## src/rtl/serial_rx_frame_ctrl_if.sv

```systemverilog
// rtl/serial_rx_frame_ctrl_if.sv - byte-in / payload-out / status bundle for serial_rx_frame_ctrl
interface serial_rx_frame_ctrl_if;
    logic [7:0] rx_data_i;
    logic       rx_ready_i;
    logic [7:0] pay_data_o;
    logic       pay_valid_o;
    logic       pay_ready_i;
    logic       pay_last_o;
    logic       frame_ok_o;
    logic       frame_err_o;
    logic [1:0] err_code_o;

    modport master (
        input  rx_data_i, rx_ready_i, pay_ready_i,
        output pay_data_o, pay_valid_o, pay_last_o, frame_ok_o, frame_err_o, err_code_o
    );

    modport slave (
        output rx_data_i, rx_ready_i, pay_ready_i,
        input  pay_data_o, pay_valid_o, pay_last_o, frame_ok_o, frame_err_o, err_code_o
    );
endinterface

```

## src/rtl/serial_rx_frame_ctrl.sv

```systemverilog
// rtl/serial_rx_frame_ctrl.sv - SOF/LEN/payload framer with buffered release; SERIAL_RX_FRAME_CSUM_EN adds the XOR CSUM byte
module serial_rx_frame_ctrl #(
    parameter int         MAX_LEN        = 16,
    parameter logic [7:0] SOF            = 8'hAA,
    parameter int         TIMEOUT_CYCLES = 50000
) (
    input  logic                   sysclk,
    input  logic                   reset_n,
    serial_rx_frame_ctrl_if.master bus
);
    localparam logic [2:0] ST_IDLE    = 3'd0;
    localparam logic [2:0] ST_LEN     = 3'd1;
    localparam logic [2:0] ST_PAYLOAD = 3'd2;
`ifdef SERIAL_RX_FRAME_CSUM_EN
    localparam logic [2:0] ST_CSUM    = 3'd3;
`endif
    localparam logic [2:0] ST_DRAIN   = 3'd4;

    localparam int         IW        = (MAX_LEN > 1) ? $clog2(MAX_LEN) : 1;
    localparam int         TW        = $clog2(TIMEOUT_CYCLES) + 1;
    localparam logic [7:0] MAX_LEN_B = 8'(MAX_LEN);
    localparam logic [TW-1:0] TMO_LAST = TW'(TIMEOUT_CYCLES - 1);

    logic [2:0]    state;
    logic [7:0]    len;
    logic [7:0]    wr_idx;
    logic [7:0]    rd_idx;
    logic [TW-1:0] tmo_cnt;
    logic          frame_ok;
    logic          frame_err;
    logic [1:0]    err_code;
    logic          counting;
    logic          tmo_hit;
    logic          pay_valid;
`ifdef SERIAL_RX_FRAME_CSUM_EN
    logic [7:0]    xor_acc;
`endif

    // Payload storage is deliberately left out of reset and error recovery.
    logic [7:0] buf_mem [0:(1<<IW)-1];

    assign counting  = (state == ST_LEN) || (state == ST_PAYLOAD)
`ifdef SERIAL_RX_FRAME_CSUM_EN
                       || (state == ST_CSUM)
`endif
                       ;
    // A byte arriving in the expiry cycle wins over the timeout.
    assign tmo_hit   = counting && !bus.rx_ready_i && (tmo_cnt == TMO_LAST);
    assign pay_valid = (state == ST_DRAIN);

    always_ff @(posedge sysclk) begin
        if (state == ST_PAYLOAD && bus.rx_ready_i)
            buf_mem[wr_idx[IW-1:0]] <= bus.rx_data_i;
    end

    always_ff @(posedge sysclk or negedge reset_n) begin
        if (!reset_n) begin
            state     <= ST_IDLE;
            len       <= 8'd0;
            wr_idx    <= 8'd0;
            rd_idx    <= 8'd0;
            tmo_cnt   <= '0;
            frame_ok  <= 1'b0;
            frame_err <= 1'b0;
            err_code  <= 2'b00;
`ifdef SERIAL_RX_FRAME_CSUM_EN
            xor_acc   <= 8'd0;
`endif
        end else begin
            frame_ok  <= 1'b0;
            frame_err <= 1'b0;

            if (bus.rx_ready_i)
                tmo_cnt <= '0;
            else if (counting && tmo_cnt != '1)
                tmo_cnt <= tmo_cnt + 1'b1;

            if (tmo_hit) begin
                frame_err <= 1'b1;
                err_code  <= 2'b11;
                state     <= ST_IDLE;
            end else begin
                case (state)
                    ST_IDLE: begin
                        if (bus.rx_ready_i && bus.rx_data_i == SOF)
                            state <= ST_LEN;
                    end
                    ST_LEN: begin
                        if (bus.rx_ready_i) begin
                            if (bus.rx_data_i == 8'd0 || bus.rx_data_i > MAX_LEN_B) begin
                                frame_err <= 1'b1;
                                err_code  <= 2'b01;
                                state     <= ST_IDLE;
                            end else begin
                                len    <= bus.rx_data_i;
                                wr_idx <= 8'd0;
`ifdef SERIAL_RX_FRAME_CSUM_EN
                                xor_acc <= bus.rx_data_i;
`endif
                                state  <= ST_PAYLOAD;
                            end
                        end
                    end
                    ST_PAYLOAD: begin
                        if (bus.rx_ready_i) begin
                            wr_idx <= wr_idx + 8'd1;
`ifdef SERIAL_RX_FRAME_CSUM_EN
                            xor_acc <= xor_acc ^ bus.rx_data_i;
                            if (wr_idx == len - 8'd1)
                                state <= ST_CSUM;
`else
                            if (wr_idx == len - 8'd1) begin
                                frame_ok <= 1'b1;
                                rd_idx   <= 8'd0;
                                state    <= ST_DRAIN;
                            end
`endif
                        end
                    end
`ifdef SERIAL_RX_FRAME_CSUM_EN
                    ST_CSUM: begin
                        if (bus.rx_ready_i) begin
                            if (bus.rx_data_i == xor_acc) begin
                                frame_ok <= 1'b1;
                                rd_idx   <= 8'd0;
                                state    <= ST_DRAIN;
                            end else begin
                                frame_err <= 1'b1;
                                err_code  <= 2'b10;
                                state     <= ST_IDLE;
                            end
                        end
                    end
`endif
                    ST_DRAIN: begin
                        // Bytes arriving while the buffer drains are overruns; draining continues.
                        if (bus.rx_ready_i) begin
                            frame_err <= 1'b1;
                            err_code  <= 2'b00;
                        end
                        if (bus.pay_ready_i) begin
                            rd_idx <= rd_idx + 8'd1;
                            if (rd_idx == len - 8'd1)
                                state <= ST_IDLE;
                        end
                    end
                    default: state <= ST_IDLE;
                endcase
            end
        end
    end

    assign bus.pay_valid_o = pay_valid;
    assign bus.pay_data_o  = pay_valid ? buf_mem[rd_idx[IW-1:0]] : 8'h00;
    assign bus.pay_last_o  = pay_valid && (rd_idx == len - 8'd1);
    assign bus.frame_ok_o  = frame_ok;
    assign bus.frame_err_o = frame_err;
    assign bus.err_code_o  = err_code;
endmodule

```

## src/flat_wrapper.sv

```systemverilog
// flat-port wrapper written by rule: the top's interface ports become plain ports
module serial_rx_frame_ctrl_flat 
#(
    parameter int         MAX_LEN        = 16,
    parameter logic [7:0] SOF            = 8'hAA,
    parameter int         TIMEOUT_CYCLES = 50000
)
  (sysclk, reset_n, bus_rx_data_i, bus_rx_ready_i, bus_pay_ready_i, bus_pay_data_o, bus_pay_valid_o, bus_pay_last_o, bus_frame_ok_o, bus_frame_err_o, bus_err_code_o);
  serial_rx_frame_ctrl_if bus_i ();
  input  logic sysclk;
  input  logic reset_n;
  input wire logic [$bits(bus_i.rx_data_i)-1:0] bus_rx_data_i;
  input wire logic [$bits(bus_i.rx_ready_i)-1:0] bus_rx_ready_i;
  input wire logic [$bits(bus_i.pay_ready_i)-1:0] bus_pay_ready_i;
  output wire logic [$bits(bus_i.pay_data_o)-1:0] bus_pay_data_o;
  output wire logic [$bits(bus_i.pay_valid_o)-1:0] bus_pay_valid_o;
  output wire logic [$bits(bus_i.pay_last_o)-1:0] bus_pay_last_o;
  output wire logic [$bits(bus_i.frame_ok_o)-1:0] bus_frame_ok_o;
  output wire logic [$bits(bus_i.frame_err_o)-1:0] bus_frame_err_o;
  output wire logic [$bits(bus_i.err_code_o)-1:0] bus_err_code_o;
  assign bus_i.rx_data_i = bus_rx_data_i;
  assign bus_i.rx_ready_i = bus_rx_ready_i;
  assign bus_i.pay_ready_i = bus_pay_ready_i;
  assign bus_pay_data_o = bus_i.pay_data_o;
  assign bus_pay_valid_o = bus_i.pay_valid_o;
  assign bus_pay_last_o = bus_i.pay_last_o;
  assign bus_frame_ok_o = bus_i.frame_ok_o;
  assign bus_frame_err_o = bus_i.frame_err_o;
  assign bus_err_code_o = bus_i.err_code_o;
  serial_rx_frame_ctrl #(.MAX_LEN(MAX_LEN), .SOF(SOF), .TIMEOUT_CYCLES(TIMEOUT_CYCLES)) u_core (.sysclk(sysclk), .reset_n(reset_n), .bus(bus_i));
endmodule
```

## config.mk

```make
export PLATFORM = sky130hd
export DESIGN_NAME = serial_rx_frame_ctrl_flat
export DESIGN_NICKNAME = d
export VERILOG_FILES = /design/src/rtl/serial_rx_frame_ctrl_if.sv /design/src/rtl/serial_rx_frame_ctrl.sv /design/src/flat_wrapper.sv
export SDC_FILE = /design/constraint.sdc
export NUM_CORES = 1
export LEC_CHECK = 0
export BUFFER_PORTS_ARGS = -buffer_cell sky130_fd_sc_hd__buf_2
export CAP_MARGIN = 5
export CORE_MARGIN = 1.5
export CORE_UTILIZATION = 56
export CTS_CLUSTER_SIZE = 25
export DETAILED_ROUTE_END_ITERATION = 10
export MAX_ROUTING_LAYER = met4
export PLACE_DENSITY = 0.85
export SETUP_SLACK_MARGIN = 0.5
export SYNTH_ARGS = -nofsm -noshare
export SYNTH_HDL_FRONTEND = slang
export SYNTH_SLANG_ARGS = --single-unit
```

## constraint.sdc

```tcl
create_clock -name sysclk -period 2.15 [get_ports sysclk]
set_clock_uncertainty 0.1 [all_clocks]
set_input_delay 0.1075 -clock sysclk [delete_from_list [all_inputs] [get_ports sysclk]]
set_output_delay 0.1075 -clock sysclk [all_outputs]
set_load 0.005 [all_outputs]
```

# Word level (Yosys, flattened, before mapping)
# Memory sizes are Yosys's and may differ from the RTL's.
# Cells that the tools add are included.
word_totals:
  mem_count: 1
  ff_bits: 48
  ram_bits: 128
mem_list:
  columns: ["name", "words", "width", "rd", "rd_clocked_by_memory_dff", "write_ports", "line", "text"]
  rows:
  - ["u_core.buf_mem", 16, 8, 1, 0, 1, "serial_rx_frame_ctrl.sv:40", "logic [7:0] buf_mem [0:(1<<IW)-1];"]
op_classes:
  reduce_logical: 20
  n_bitwise: 2
  addsub: 4
  n_mux: 36
  magnitude_cmp: 1
  n_eq_ne: 21
ops:
  columns: ["cell", "count"]
  rows:
  - ["2-to-1 mux 8 bit", 7]
  - ["2-to-1 mux 17 bit", 2]
  - ["one-hot mux 8 bit (2 select lines)", 2]
  - ["2-to-1 mux 3 bit", 7]
  - ["inequality test 3 x 2 -> 1 bit, second input constant", 7]
  - ["adder 17 x 1 -> 17 bit, second input constant", 1]
  - ["== test 17 x 16 -> 1 bit, second input constant", 1]
  - ["inequality test 17 bit, second input constant", 1]
  - ["adder 8 x 1 -> 8 bit, second input constant", 2]
  - ["== test 8 bit", 2]
  - ["one-hot mux 3 bit (4 select lines)", 1]
  - ["2-to-1 mux 1 bit", 10]
  - ["2-to-1 mux 2 bit", 5]
  - ["inequality test 2 bit, second input constant", 5]
  - ["AND reduction 5 bit", 2]
  - ["== test 8 bit, second input constant", 1]
  - ["greater-than comparator 8 x 5 -> 1 bit, second input constant", 1]
  - ["zero test 8 bit", 1]
  - ["AND reduction 4 bit", 2]
  - ["subtractor 8 x 1 -> 8 bit, second input constant", 1]
  - ["logical AND 1 bit", 6]
  - ["AND reduction 6 bit", 1]
  - ["nonzero test 2 bit", 3]
  - ["one-hot mux 2 bit (2 select lines)", 1]
  - ["10 further kinds", 12]

# Depth between registers and ports, before layout
depth:
  depth_word: 6
  depth_mapped: 12
  ltp_nobuf: 10

# Worst setup path before layout
# Ideal clock, no wire load.
synth_path:
  kind: "reg-to-reg"
  start: "register u_core.tmo_cnt[4]"
  end: "register u_core.tmo_cnt[15]"
  t_arrival_ns: 2.164
  path_buffers: 2
  setup_slack_ns: -0.246
  stages_incl_launch_ff: 13
  required_time_ns: 1.918
  period_less_slack_ns: 2.396
  cell_sequence: "dfrtp_1 buf_2 nand4_1 nor3_1 nand4_1 nor3_1 ha_1 nor3_2 and4_1 buf_2 nand4_1 xor2_1 nor2_1"
synth_between:
  elab_chain_cells: 3
synth_lines:
  columns: ["element", "line", "text"]
  rows:
  - ["start: declaration", "serial_rx_frame_ctrl.sv:28", "logic [TW-1:0] tmo_cnt;"]
  - ["start signal: assignment", "serial_rx_frame_ctrl.sv:76", "tmo_cnt <= tmo_cnt + 1'b1;"]
  - ["adder 17 x 1 -> 17 bit / inequality test 17 bit (equally long branches)", "serial_rx_frame_ctrl.sv:76, serial_rx_frame_ctrl.sv:75", null]
  - ["2-to-1 mux 17 bit / logical AND 1 bit (equally long branches)", "serial_rx_frame_ctrl.sv:75", "else if (counting && tmo_cnt != '1)"]
  - ["2-to-1 mux 17 bit / nonzero test 2 bit (equally long branches)", null, null]
# Parallel ways exist; a longest one is shown, timed or not. The select of a mux whose other input is x is not followed.
# A chain may end at the register's enable or synchronous reset.

# Final worst setup path
layout_path:
  start: "register u_core.rd_idx[0]"
  end: "output bus_pay_data_o[4]"
layout_between:
  elab_chain_cells: 2
layout_lines:
  columns: ["element", "line", "text"]
  rows:
  - ["start: declaration", "serial_rx_frame_ctrl.sv:27", "logic [7:0] rd_idx;"]
  - ["start signal: assignment", "serial_rx_frame_ctrl.sv:142", "rd_idx <= rd_idx + 8'd1;"]
  - ["memory read (16 x 8 bit)", null, null]
  - ["2-to-1 mux 8 bit", "serial_rx_frame_ctrl.sv:154", "assign bus.pay_data_o = pay_valid ? buf_mem[rd_idx[IW-1:0]] : 8'h00;"]
  - ["end: declaration", "flat_wrapper.sv:15", "output wire logic [$bits(bus_i.pay_data_o)-1:0] bus_pay_data_o;"]
# Every way passes these cells.

==> metrics <==
Max-Cap Viols 0; Overall Global Routing Usage 0.355; Least-Margin Pin Slew 0.553 ns; initial antenna violation count 1; Worst Hold End u_core.buf_mem[12][2]$_DFFE_PP_; Final Setup Violations 33; Critical Path AT 2.46 ns; worst path required time 1.94 ns; DP Cell Count 780; GPL Wtd Cong 0.854; crit path cell chain buf_12 -> mux4_2 -> mux4_2 -> and2_4 -> buf_6; First DRT Iteration DRCs 918; TritonRoute pass-1 iters 5; final std cells w/o fill 889; Vias/cell 6.91; leakage 0.00403 uW; min-delay src bus_rx_data_i[2]; Clock Latency Late Sink 0.44 ns; htree depth 4; Hold Crit Class in -> reg; DR DRC count 0; die width 122 um; Synth top area share 0.488; post-layout util 0.798; largest net degree at the start of global routing 37; predominant post-synthesis flop cell edfxtp_1; CTS tree done; gr ovfl total 0; CP peak stage delay 0.54 ns; Async SR Flop Fraction 0.273; post-route minimum period 2.67 ns; TritonCTS Buffers 17; Syn Area/Cell 14.6 um^2; final WL 26,900 um; Post-synth top cells edfxtp_1, dfrtp_1, nor2_1, mux4_2, nand2_1; flop-to-flop setup slack -0.47 ns; num rows 43; Routed wire per std cell 30.3 um; post-route cell area 11,000 um^2; top-count cell post-synth edfxtp_1; crit-path leading delay family multiplexers; outcome complete, but fails checks; fin nets 715; HPWL Detailed 12,300 um; share of cells above drive strength 1 0.513; Final Hold Viols 0; worst r2r dst u_core.rd_idx[3]$_DFFE_PN0P_; core area 13,800 um^2; Max Fclk 375 MHz; number of global-route vias before repair 5,939; Rel. slew slack 0.630; Mapped Area 7880 um^2; critical path's most frequent cell mux4_2; WP buf/inv 2; Root Driver clkbuf_16; area grow syn2layout 40.1%; crit start category flip-flop; Yosys top cell by area edfxtp_1; violated checks negative setup slack; fin. max-slew vios 0; FF-to-FF path depth 10; Cells on Worst Hold Path 2; Num Clock Sinks 176; vias 6,141; clk buf depth 2; Clock Pin Slew Worst Setup and Hold Paths 0.07 ns; first-pass GRT wire length 35,900 um; Final Worst Setup Slack -0.516 ns; Final period util 1.24; number of cells produced by synthesis 538; worst r2r src u_core.len[1]$_DFFE_PN0P_; Starting Density 0.570; Vert. Die Dim 122 um; Antenna Nets Post-Route 0; EDFF count, synth 128; placed cell area 8850 um^2; hold_ws 0.0591 ns; CP max stage cell mux4_2; Crit Path Max Fanout 13; Worst VDD drop 0.000574 V; Seq/Total Area, Yosys 0.640; Crit. End Element output pin; #FFs+latches synth 176; Distinct cells, synth 58; Yosys warning count 0; IO Port Bufs 25; Synth area leaders edfxtp_1, dfrtp_1, mux4_2; RSZ-0062 raised after global routing yes; WS Path Type reg -> out; io pins 26; Syn Nets 558; die area 14,800 um^2; fill count 624; P per Cell Area 636 nW/um^2
[report_power, final]
part           switching (uW)  total, uW  internal (uW)
Combinational             205        341            136
Sequential               19.3       3670           3650
Clock                    1370       3000           1630
[worst register-to-register path: cells and delay by family (launching register included)]
kind / cells / cell delay, ns
and+or+nand+nor: 3 / 0.88
buffers and inverters: 3 / 0.48
DFF: 1 / 0.44
AOI/OAI and AO/OA: 2 / 0.31
adders and majority gates: 1 / 0.18
muxes: 1 / 0.09
[cell families after synthesis]
logic type      synth area share
xor+xnor                  0.0334
fa+ha+maj                 0.0127
flops                      0.640
buf+inv                   0.0230
mux                        0.125
compound gates            0.0443
simple gates               0.121
[worst max path at each step]
stage / startpoint / endpoint / slack [ns] / depth (start not counted)
floorplan: u_core.tmo_cnt[4]$_DFFE_PN0P_ / u_core.tmo_cnt[7]$_DFFE_PN0P_ / -0.07 / 12
global placement: u_core.len[0]$_DFFE_PN0P_ / u_core.rd_idx[0]$_DFFE_PN0P_ / -0.02 / 9
detailed placement: u_core.len[0]$_DFFE_PN0P_ / u_core.rd_idx[0]$_DFFE_PN0P_ / -0.18 / 9
CTS: u_core.rd_idx[0]$_DFFE_PN0P_ / bus_pay_data_o[5] / -0.46 / 5
global route: u_core.len[0]$_DFFE_PN0P_ / bus_pay_last_o / -0.56 / 8
finish: u_core.rd_idx[0]$_DFFE_PN0P_ / bus_pay_data_o[4] / -0.52 / 5
[what timing repair did]
item / 4_1_cts / 5_1_grt
setup buffers: 49 / 19
pin swaps: 55 / 31
endpoints found under the setup margin: 184 / 186
hold buffers: 7 / 0
endpoints found under the hold margin: 85 / 0
cloned: 1 / 0
resized for setup: 120 / 74
[layer usage]
metal	vias to the layer above	wire, um	global-route usage	part of all wire
met5	-	0	-	0
met4	0	1980	0.181	0.074
met3	189	2810	0.0941	0.10
met2	549	13200	0.574	0.49
met1	3036	8930	0.411	0.33
li1	2367	-	-	-
[state kept, by name, indices dropped and copies added (netlist names)]
name / flops
u_core.bus.err_code_o: 2
u_core.len: 8
u_core.rd_idx: 8
u_core.wr_idx: 8
u_core.buf_mem: 128
u_core.bus.frame_ok_o: 1
u_core.bus.frame_err_o: 1
u_core.state: 3
u_core.tmo_cnt: 17
[layout make-up]
cell class | count | area, um^2 | area share
clock buffers | 23 | 489 | 0.0443
multi-input cells | 319 | 3480 | 0.316
diodes | 1 | 2.50 | 0.000227
well taps | 180 | 225 | 0.0204
repair buffers | 165 | 1640 | 0.149
clock inverters | 9 | 71.3 | 0.00646
flip-flops and latches | 176 | 5050 | 0.458
inverters | 16 | 67.6 | 0.00612
[cell usage in the layout, fill, tap and decap left out, types with 10 or more instances in the layout]
master     netlist  final
inv_1           15     12
nand2_1         35     22
nor2_4           0     18
clkbuf_16        0     18
mux4_2          40     40
buf_2            7     17
buf_6            1     56
xnor2_1         15     10
edfxtp_1       128    128
nor3_2           2     11
nor2_1          44     24
dfrtp_1         48     41
xor2_1          15     12
buf_12           0     16
buf_4            1     68
[metrics by stage]
step | setup TNS, ns | total power (uW) | setup slack [ns]
2_1_floorplan | -0.336 | 3880 | -0.0730
3_3_place_gp | -0.0165 | 3980 | -0.0165
3_5_place_dp | -1.63 | 4000 | -0.185
4_1_cts | -4.67 | 6900 | -0.459
5_1_grt | -11.79 | 7160 | -0.564
6_report | -9.57 | 7020 | -0.516
(Power assumes the default switching activity.)
